$ cat config.mk
export PLATFORM = sky130hd
export DESIGN_NAME = ib_prefetch_seq_flat
export DESIGN_NICKNAME = d
export VERILOG_FILES = /design/src/rtl/ib_prefetch_seq_if.sv /design/src/rtl/ib_prefetch_seq.sv /design/src/flat_wrapper.sv
export SDC_FILE = /design/constraint.sdc
export NUM_CORES = 1
export LEC_CHECK = 0
export CAP_MARGIN = 20
export CORE_MARGIN = 2
export CORE_UTILIZATION = 24
export DETAILED_ROUTE_END_ITERATION = 16
export SETUP_SLACK_MARGIN = 0.15
export SLEW_MARGIN = 20
export SYNTH_ARGS = -nofsm -noshare
export SYNTH_HDL_FRONTEND = slang
export SYNTH_SLANG_ARGS = --single-unit
$ cat constraint.sdc
create_clock -name mclk_l -period 4.9 [get_ports mclk_l]
set_input_delay 0.735 -clock mclk_l [delete_from_list [all_inputs] [get_ports mclk_l]]
set_output_delay 0.735 -clock mclk_l [all_outputs]
set_load 0.03 [all_outputs]
$ cat src/rtl/ib_prefetch_seq_if.sv
// ib_prefetch_seq_if: longword fetch handshake between the prefetcher (master) and memory (slave).
interface ib_prefetch_seq_if;
    logic        mem_req_h;
    logic [29:0] mem_addr_h;
    logic        mem_ack_h;
    logic [31:0] mem_data_h;
    modport master (output mem_req_h, mem_addr_h, input mem_ack_h, mem_data_h);
    modport slave  (input mem_req_h, mem_addr_h, output mem_ack_h, mem_data_h);
endinterface

$ cat src/rtl/ib_prefetch_seq.sv
// ib_prefetch_seq: 8-byte instruction prefetch buffer with longword fetch FSM and decoder byte/word takes.
module ib_prefetch_seq (
    input  logic              mclk_l,
    input  logic              reset_l,
    input  logic              flush_h,
    input  logic [31:0]       vaddr_h,
    ib_prefetch_seq_if.master mem,
    input  logic [1:0]        dec_req_h,
    output logic [15:0]       xbuf_h,
    output logic              ld_ir_l,
    output logic              ld_osr_l,
    output logic [3:0]        ib_cnt_h,
    output logic              stall_h,
    output logic [31:0]       pc_h
);
    typedef enum logic [1:0] {IDLE, REQ, DROP} state_t;
    state_t      state_q, state_d;
    logic [63:0] buf_q, buf_d;
    logic [3:0]  cnt_q, cnt_d;
    logic [31:0] pc_q, pc_d;
    logic [29:0] faddr_q, faddr_d, maddr_q, maddr_d;
    logic        first_q, first_d, req_q;
    logic [1:0]  off_q, off_d;
    logic [3:0]  take_sz, take, rem, fill;
    logic        accept, ack_ok;
    logic [31:0] fill_word;
    always_comb begin
        take_sz   = dec_req_h == 2'b11 ? 4'd2 : {3'b0, |dec_req_h};
        accept    = |dec_req_h && !flush_h && cnt_q >= take_sz;
        take      = accept ? take_sz : 4'd0;
        rem       = cnt_q - take;
        ack_ok    = state_q == REQ && mem.mem_ack_h && !flush_h;
        // the first longword after a flush starts at the flush target's byte offset
        fill      = first_q ? 4'd4 - {2'b0, off_q} : 4'd4;
        fill_word = first_q ? mem.mem_data_h >> {off_q, 3'b0} : mem.mem_data_h;
        cnt_d     = flush_h ? 4'd0 : rem + (ack_ok ? fill : 4'd0);
        buf_d     = flush_h ? 64'b0 : (buf_q >> {take, 3'b0}) | (ack_ok ? {32'b0, fill_word} << {rem, 3'b0} : 64'b0);
        pc_d      = flush_h ? vaddr_h : pc_q + {28'b0, take};
        faddr_d   = flush_h ? vaddr_h[31:2] : faddr_q + {29'b0, ack_ok};
        first_d   = flush_h | (first_q & !ack_ok);
        off_d     = flush_h ? vaddr_h[1:0] : off_q;
        state_d   = flush_h ? ((state_q != IDLE && !mem.mem_ack_h) ? DROP : IDLE)
                  : state_q == DROP ? (mem.mem_ack_h ? IDLE : DROP)
                  : (state_q == REQ && !mem.mem_ack_h) ? REQ
                  : cnt_d <= 4'd4 ? REQ : IDLE;
        // the outstanding address is latched only when a new request is issued
        maddr_d   = state_d == REQ ? faddr_d : maddr_q;
    end
    always_ff @(posedge mclk_l or negedge reset_l) begin
        if (!reset_l) begin
            state_q <= IDLE;
            buf_q   <= '0;
            cnt_q   <= '0;
            pc_q    <= '0;
            faddr_q <= '0;
            maddr_q <= '0;
            first_q <= 1'b0;
            off_q   <= '0;
            req_q   <= 1'b0;
        end else begin
            state_q <= state_d;
            buf_q   <= buf_d;
            cnt_q   <= cnt_d;
            pc_q    <= pc_d;
            faddr_q <= faddr_d;
            maddr_q <= maddr_d;
            first_q <= first_d;
            off_q   <= off_d;
            req_q   <= state_d != IDLE;
        end
    end
    assign mem.mem_req_h  = req_q;
    assign mem.mem_addr_h = maddr_q;
    assign xbuf_h         = buf_q[15:0];
    assign ib_cnt_h       = cnt_q;
    assign pc_h           = pc_q;
    assign stall_h        = |dec_req_h && !accept;
    assign ld_ir_l        = !(accept && dec_req_h == 2'b01);
    assign ld_osr_l       = !(accept && dec_req_h[1]);
endmodule

$ cat src/flat_wrapper.sv
// flat-port wrapper written by rule: the top's interface ports become plain ports
module ib_prefetch_seq_flat 
  (mclk_l, reset_l, flush_h, vaddr_h, dec_req_h, xbuf_h, ld_ir_l, ld_osr_l, ib_cnt_h, stall_h, pc_h, mem_mem_req_h, mem_mem_addr_h, mem_mem_ack_h, mem_mem_data_h);
  ib_prefetch_seq_if mem_i ();
  input  logic mclk_l;
  input  logic reset_l;
  input  logic flush_h;
  input  logic [31:0] vaddr_h;
  input  logic [1:0] dec_req_h;
  output logic [15:0] xbuf_h;
  output logic ld_ir_l;
  output logic ld_osr_l;
  output logic [3:0] ib_cnt_h;
  output logic stall_h;
  output logic [31:0] pc_h;
  output wire logic [$bits(mem_i.mem_req_h)-1:0] mem_mem_req_h;
  output wire logic [$bits(mem_i.mem_addr_h)-1:0] mem_mem_addr_h;
  input wire logic [$bits(mem_i.mem_ack_h)-1:0] mem_mem_ack_h;
  input wire logic [$bits(mem_i.mem_data_h)-1:0] mem_mem_data_h;
  assign mem_mem_req_h = mem_i.mem_req_h;
  assign mem_mem_addr_h = mem_i.mem_addr_h;
  assign mem_i.mem_ack_h = mem_mem_ack_h;
  assign mem_i.mem_data_h = mem_mem_data_h;
  ib_prefetch_seq u_core (.mclk_l(mclk_l), .reset_l(reset_l), .flush_h(flush_h), .vaddr_h(vaddr_h), .mem(mem_i), .dec_req_h(dec_req_h), .xbuf_h(xbuf_h), .ld_ir_l(ld_ir_l), .ld_osr_l(ld_osr_l), .ib_cnt_h(ib_cnt_h), .stall_h(stall_h), .pc_h(pc_h));
endmodule
Word level (Yosys, flattened, before mapping)
Index checks and enable logic that the tools add are counted.
{ "word_totals": {"register_bits": 166, "output_inout_bits": 86, "word_cells": 61, "input_bits": 70} }
{ "op_classes": {"magnitude_cmp": 2, "reduce_logical": 18, "n_addsub": 5, "mux": 16, "n_bitwise": 3, "shift": 3, "eq_ne": 5} }
{ "op_table": {"columns": ["operator", "count"], "rows": [
  ["64-bit two-way mux", 2],
  ["32-bit two-way mux", 2],
  ["64-bit bitwise OR", 1],
  ["32-bit by 7-bit << shifter with 64-bit output", 1],
  ["64-bit by 7-bit >> shifter with 64-bit output", 1],
  ["32-bit by 4-bit adder with 32-bit output", 1],
  ["32-bit by 5-bit >> shifter with 32-bit output", 1],
  ["30-bit by 1-bit adder with 30-bit output", 1],
  ["30-bit two-way mux", 1],
  ["4-bit two-way mux", 4],
  ["2-bit two-way mux", 6],
  ["1-bit logical AND", 9],
  ["2-bit by 1-bit equality test with 1-bit output (second input constant)", 3],
  ["1-bit zero test", 6],
  ["4-bit adder", 1],
  ["2-bit equality test (second input constant)", 2],
  ["4-bit >= comparator", 1],
  ["4-bit by 3-bit less-or-equal comparator with 1-bit output (second input constant)", 1],
  ["2-bit nonzero test", 2],
  ["3-bit by 2-bit subtractor with 4-bit output (first input constant)", 1],
  ["4-bit subtractor", 1],
  ["2-bit OR reduction", 1],
  ["1-bit AND", 1],
  ["1-bit two-way mux", 1],
  ["1-bit bitwise OR", 1]
]} }

Logic depth before layout (Yosys ltp)
{ "logic_depth": {"word_depth": 14, "mapped_depth": 23, "depth_no_buf": 17} }

Worst setup path before layout
OpenSTA, ideal clock, no wires.
{ "synth_path": {"path_type": "in2reg", "start": "in dec_req_h[0]", "end": "reg u_core.maddr_q[15] (netlist: u_core.mem.mem_addr_h[15])", "t_arrival_ns": 5.738, "required_time_ns": 4.775, "slack_ns": -0.963, "cell_stages": 22, "setup_ns": 0.125, "path_cell_list": "ha_1 -> inv_1 -> ha_1 -> inv_1 -> o21ai_1 -> nand2_1 -> inv_1 -> buf_2 -> buf_2 -> ha_1 -> fa_1 -> inv_1 -> clkbuf_1 -> clkbuf_1 -> ha_1 -> a21o_1 -> a21oi_1 -> xnor3_1 -> o41a_1 -> inv_2 -> buf_6 -> mux2_2"} }
{ "synth_via": {"elab_chain_len": 14, "word_cells_on_any_way": 16} }
{ "synth_lines": {"columns": ["item", "line_no", "rtl"], "rows": [
  ["from (decl)", "flat_wrapper.sv:9", "input logic [1:0] dec_req_h;"],
  ["2-bit equality test / 2-bit OR reduction (equally long branches)", "ib_prefetch_seq.sv:28, ib_prefetch_seq.sv:29", null],
  ["2-bit two-way mux", "ib_prefetch_seq.sv:28", "take_sz = dec_req_h == 2'b11 ? 4'd2 : {3'b0, |dec_req_h};"],
  ["4-bit >= comparator", "ib_prefetch_seq.sv:29", "accept = |dec_req_h && !flush_h && cnt_q >= take_sz;"],
  ["1-bit logical AND", "ib_prefetch_seq.sv:29", null],
  ["4-bit two-way mux (*)", "ib_prefetch_seq.sv:30", "take = accept ? take_sz : 4'd0;"],
  ["4-bit subtractor (*)", "ib_prefetch_seq.sv:31", "rem = cnt_q - take;"],
  ["4-bit adder (*)", "ib_prefetch_seq.sv:36", "cnt_d = flush_h ? 4'd0 : rem + (ack_ok ? fill : 4'd0);"],
  ["4-bit two-way mux (*)", "ib_prefetch_seq.sv:36", null],
  ["4-bit by 3-bit less-or-equal comparator with 1-bit output (*)", "ib_prefetch_seq.sv:45", ": cnt_d <= 4'd4 ? REQ : IDLE;"],
  ["1-bit two-way mux (*)", "ib_prefetch_seq.sv:45", null],
  ["2-bit two-way mux (*)", "ib_prefetch_seq.sv:44", ": (state_q == REQ && !mem.mem_ack_h) ? REQ"],
  ["2-bit two-way mux (*)", "ib_prefetch_seq.sv:43", ": state_q == DROP ? (mem.mem_ack_h ? IDLE : DROP)"],
  ["2-bit two-way mux (*)", "ib_prefetch_seq.sv:42", "state_d = flush_h ? ((state_q != IDLE && !mem.mem_ack_h) ? DROP : IDLE)"],
  ["net u_core.state_d[0]", "ib_prefetch_seq.sv:17", "state_t state_q, state_d;"],
  ["2-bit by 1-bit equality test with 1-bit output (*)", "ib_prefetch_seq.sv:47", "maddr_d = state_d == REQ ? faddr_d : maddr_q;"],
  ["to (signal assigned)", "ib_prefetch_seq.sv:66", "maddr_q <= maddr_d;"],
  ["to (decl)", "ib_prefetch_seq.sv:21", "logic [29:0] faddr_q, faddr_d, maddr_q, maddr_d;"]
]} }
Mark *: on every way through the listed nets, which the timed path passes. The rest lies on a longest branch.
A chain may end at the register's enable or synchronous reset.

Worst setup path in the final report
{ "layout_path": {"start": "in dec_req_h[1]", "end": "reg u_core.maddr_q[11] (netlist: u_core.mem.mem_addr_h[11])"} }
{ "layout_via": {"elab_chain_len": 14, "word_cells_on_any_way": 16} }
{ "layout_lines": {"columns": ["item", "line_no"], "rows": [
  ["2-bit equality test / 2-bit OR reduction (equally long branches)", "ib_prefetch_seq.sv:28, ib_prefetch_seq.sv:29"],
  ["2-bit two-way mux", "ib_prefetch_seq.sv:28"],
  ["4-bit >= comparator", "ib_prefetch_seq.sv:29"],
  ["1-bit logical AND", "ib_prefetch_seq.sv:29"],
  ["4-bit two-way mux (*)", "ib_prefetch_seq.sv:30"],
  ["4-bit subtractor (*)", "ib_prefetch_seq.sv:31"],
  ["4-bit adder (*)", "ib_prefetch_seq.sv:36"],
  ["4-bit two-way mux (*)", "ib_prefetch_seq.sv:36"],
  ["4-bit by 3-bit less-or-equal comparator with 1-bit output (*)", "ib_prefetch_seq.sv:45"],
  ["1-bit two-way mux (*)", "ib_prefetch_seq.sv:45"],
  ["2-bit two-way mux (*)", "ib_prefetch_seq.sv:44"],
  ["2-bit two-way mux (*)", "ib_prefetch_seq.sv:43"],
  ["2-bit two-way mux (*)", "ib_prefetch_seq.sv:42"],
  ["2-bit by 1-bit equality test with 1-bit output (*)", "ib_prefetch_seq.sv:47"]
]} }
Every way passes the cells marked *; elsewhere a longest branch is shown, timed or not.

==> results.md <==
* Vias per inst at between 5 and 6
* Synth async-reset ratio at 100%
* Initial Util at between 20 and 25%
* Final worst slack at a little under 400 ps
* Clock transition at path regs at ~70 ps
* Area grow syn2layout at 30.2%
* Area of the multi-input gates at 5720 µm²
* Gr ovfl total at 0
* ANT nets after route at 0
* Register Area at 4150 µm²
* Post-Synth Adder-Cell Area at 2.41%
* TritonCTS clock tree: yes
* Rel. slew slack at a little over a quarter
* Global-route wire length before repair at 57300 µm
* WHS at approximately 400 ps
* Hold buffers post-CTS at 0
* Post-synth cell types at 70
* R2r startpoint: u_core.ib_cnt_h[1]$_DFF_PN0_
* Hold Path Class: in2async
* GRT Total Usage at around 17%
* Syn_area_per_cell at 9.47 µm²
* Pre-antenna DRT Iters at 5
* Core ar. at 42100 µm²
* CP Launch Type: input port
* Synthesized Nets at 1175
* Slack of the worst reg-to-reg path at 1050 ps
* Reg2reg path depth at 16
* Inst Count DP at between 1500 and 2000
* Die H at 211 µm
* Maximum clock path buffer count at 2
* Fillers at 4373
* Non-filler cells, final at 1793
* Dpl hpwl at 26900 µm
* Slew Limit Fails at 0
* Final period demand of the worst path at 4510 ps
* Share of cells above drive strength 1 at 16.3%
* Final instance area at 13400 µm²
* Final #Nets at 1328
* Tightest Pin Transition at between 1000 and 1500 ps
* Synthesized area at 10300 µm²
* Status: completed
* Post-CTS setup buffers at 0
* Clock H-tree levels at 4
* CP max FO at 14
* Post-Route Skew at 12.5 ps
* Final Util at 31.8%
* GPL Wtd Cong at 0.945
* Setup CP Type: in2reg
* Largest net degree at the start of global routing at 98
* Via count at ~9400
* Req. time, crit path at approximately 5200 ps
* CTS resizes at 0
* Seq cells post-synth at 166
* Power Density at about 500 nW/µm²
* Drt initial violations at 876
* Leak at 5.55 nW
* Xor-xnor portion of the synthesized cell area at roughly 5.1%
* Element type at the critical path end: register
* RSZ-0062 raised after global routing: false
* Cells after Synth at approximately 1100
* Max frequency at 0.222 GHz
* Post-synthesis simple-gate area fraction at 14.8%
* IO Port Bufs at 155
* Area after DPL at about 13000 µm²
* Final hold viol count at 0
* Number of global-route vias before repair at 9542
* Final setup vio count at 0
* Final wirelength at 37000 µm
* Worst vdd ir at 286 µV
* Post-synth EDFFs at 0
* Worst EP arrival at 4830 ps
* Root cell of the clock tree: clkbuf_16
* Chip Width at approximately 210 µm
* Terminus of the critical flop-to-flop path: u_core.mem.mem_addr_h[11]$_DFFE_PN0N_
* Die area at 44600 µm²
* Pre-CTS WS at -79.2 ps
* Ys Warns at 0
* Drt wl/cell at approximately 20 µm
* Clock Latency Late Sink at 440 ps
* Synth Area in Compound Gates at 18.1%
* Tcrit/Tclk final at approximately 92%
* Largest family of logic cells by synthesized area: compound AO/OA/AOI/OAI gates
* Mux contribution to synthesized area at between 10% and 20%
* Initial antenna violation count at 1
* Clk sinks at 166
* Ys flop type: dfrtp_1
* Num CTS Buffers at 17
* Rows at 75
* Io pins at 156
* Max cap viols at 0
* Sequential share of the synthesized area at about two fifths
* DRC viols at 0
## registers in the layout, indices dropped and copies added (netlist names)
signal,cells
u_core.off_q,2
u_core.mem.mem_addr_h,30
u_core.faddr_q,30
u_core.mem.mem_req_h,1
u_core.buf_q,64
u_core.first_q,1
u_core.ib_cnt_h,4
u_core.pc_h,32
u_core.state_q,2
## placed cells by master (no fill, tap or decap), types with 10 or more instances in the layout
cell and n:
mux2i_1 46, a22o_1 10, o21ai_0 36, nor2_1 56, clkbuf_16 17, buf_4 56, and3_1 16, o2bb2ai_1 18
a21oi_1 76, nand4_1 14, inv_1 33, nand2_1 117, xor2_1 23, nor3_1 22, clkdlybuf4s50_1 153, xnor2_1 33
a22oi_1 20, mux2_4 10, o221ai_1 13, o22ai_1 17, dfrtp_1 166, a32o_1 10, nand3_1 39, mux2_2 74
## how the worst max path moves through the flow
stage,start,endpoint,slack (ps)
after floorplan,dec_req_h[1],u_core.mem.mem_addr_h[15]$_DFFE_PN0N_,40
after global placement,dec_req_h[1],u_core.mem.mem_addr_h[13]$_DFFE_PN0N_,-20
after detailed placement,dec_req_h[1],u_core.mem.mem_addr_h[11]$_DFFE_PN0N_,-80
after CTS,dec_req_h[1],u_core.mem.mem_addr_h[11]$_DFFE_PN0N_,380
after global routing,dec_req_h[1],u_core.mem.mem_addr_h[12]$_DFFE_PN0N_,210
final,dec_req_h[1],u_core.mem.mem_addr_h[11]$_DFFE_PN0N_,390
## kinds of logic after synthesis
| family | count (synthesis) |
|---|---|
| DFF | 166 |
| buffers and inverters | 125 |
| and+or+nand+nor | 319 |
| muxes | 130 |
| xor gates and xnor gates | 58 |
| AOI/OAI and AO/OA | 271 |
| adders and majority gates | 18 |
## metal layers
metal	global-route usage, %	part of all wire (%)	vias up
met2	25.2	44	484
met3	5.32	10	72
met4	6.22	2.8	2
met1	22.5	43	4545
met5	0	0.043	-
li1	-	-	4283
## per-stage QoR
| step | setup TNS (ps) | power, W |
|---|---|---|
| finish | 0 | 0.00660 |
| global route | 0 | 0.00694 |
| CTS | 0 | 0.00662 |
| detailed placement | -686 | 0.00519 |
| global placement | -145 | 0.00516 |
| floorplan | 0 | 0.00397 |
## power by group
group / leakage, nW / switching [W] / internal (W) / total (W)
registers: 2.07 / 0.000260 / 0.00168 / 0.00194
clock network: 0.288 / 0.000632 / 0.000767 / 0.00140
logic: 3.19 / 0.00191 / 0.00135 / 0.00327
## area by class of cell
cell class | instances | area share (%)
clock buffers | 18 | 3.20
inverters | 43 | 1.34
repair buffers | 216 | 15.4
flip-flops and latches | 166 | 31.0
multi-input cells | 796 | 42.7
well taps | 539 | 5.03
clock inverters | 14 | 1.28
diodes | 1 | 0.0187
## critical path, stage by stage
cell             delay [ps]
clkdlybuf4s50_1         500
buf_12                  140
inv_12                   30
ha_4                    240
ha_4                    240
nor2b_4                 140
o21ai_4                  90
nand2_4                  90
inv_4                    40
ha_4                    160
fa_2                    610
inv_2                    60
ha_4                    230
a21o_1                  180
a21oi_2                 130
xnor3_1                 240
o41a_1                  350
inv_2                   110
buf_12                  160
mux2_2                  340
## cell usage after synthesis (all sizes together), types with 13 or more instances
cell type	instances	share of area (%)
dfrtp	166	40
nand2	118	4.3
mux2	84	9.2
a21oi	77	3.7
nor2	56	2.0
buf	47	2.8
mux2i	46	4.5
inv	40	1.5
nand3	40	1.9
o21ai	39	1.9
clkbuf	35	1.3
xnor2	34	2.9
nor3	25	1.3
xor2	23	2.0
a22oi	20	1.5
o2bb2ai	18	1.5
o22ai	17	1.0
and3	16	0.97
ha	15	1.8
nand4	14	0.85
o221ai	13	1.1
Note: power is estimated with default switching activity, not from simulation.
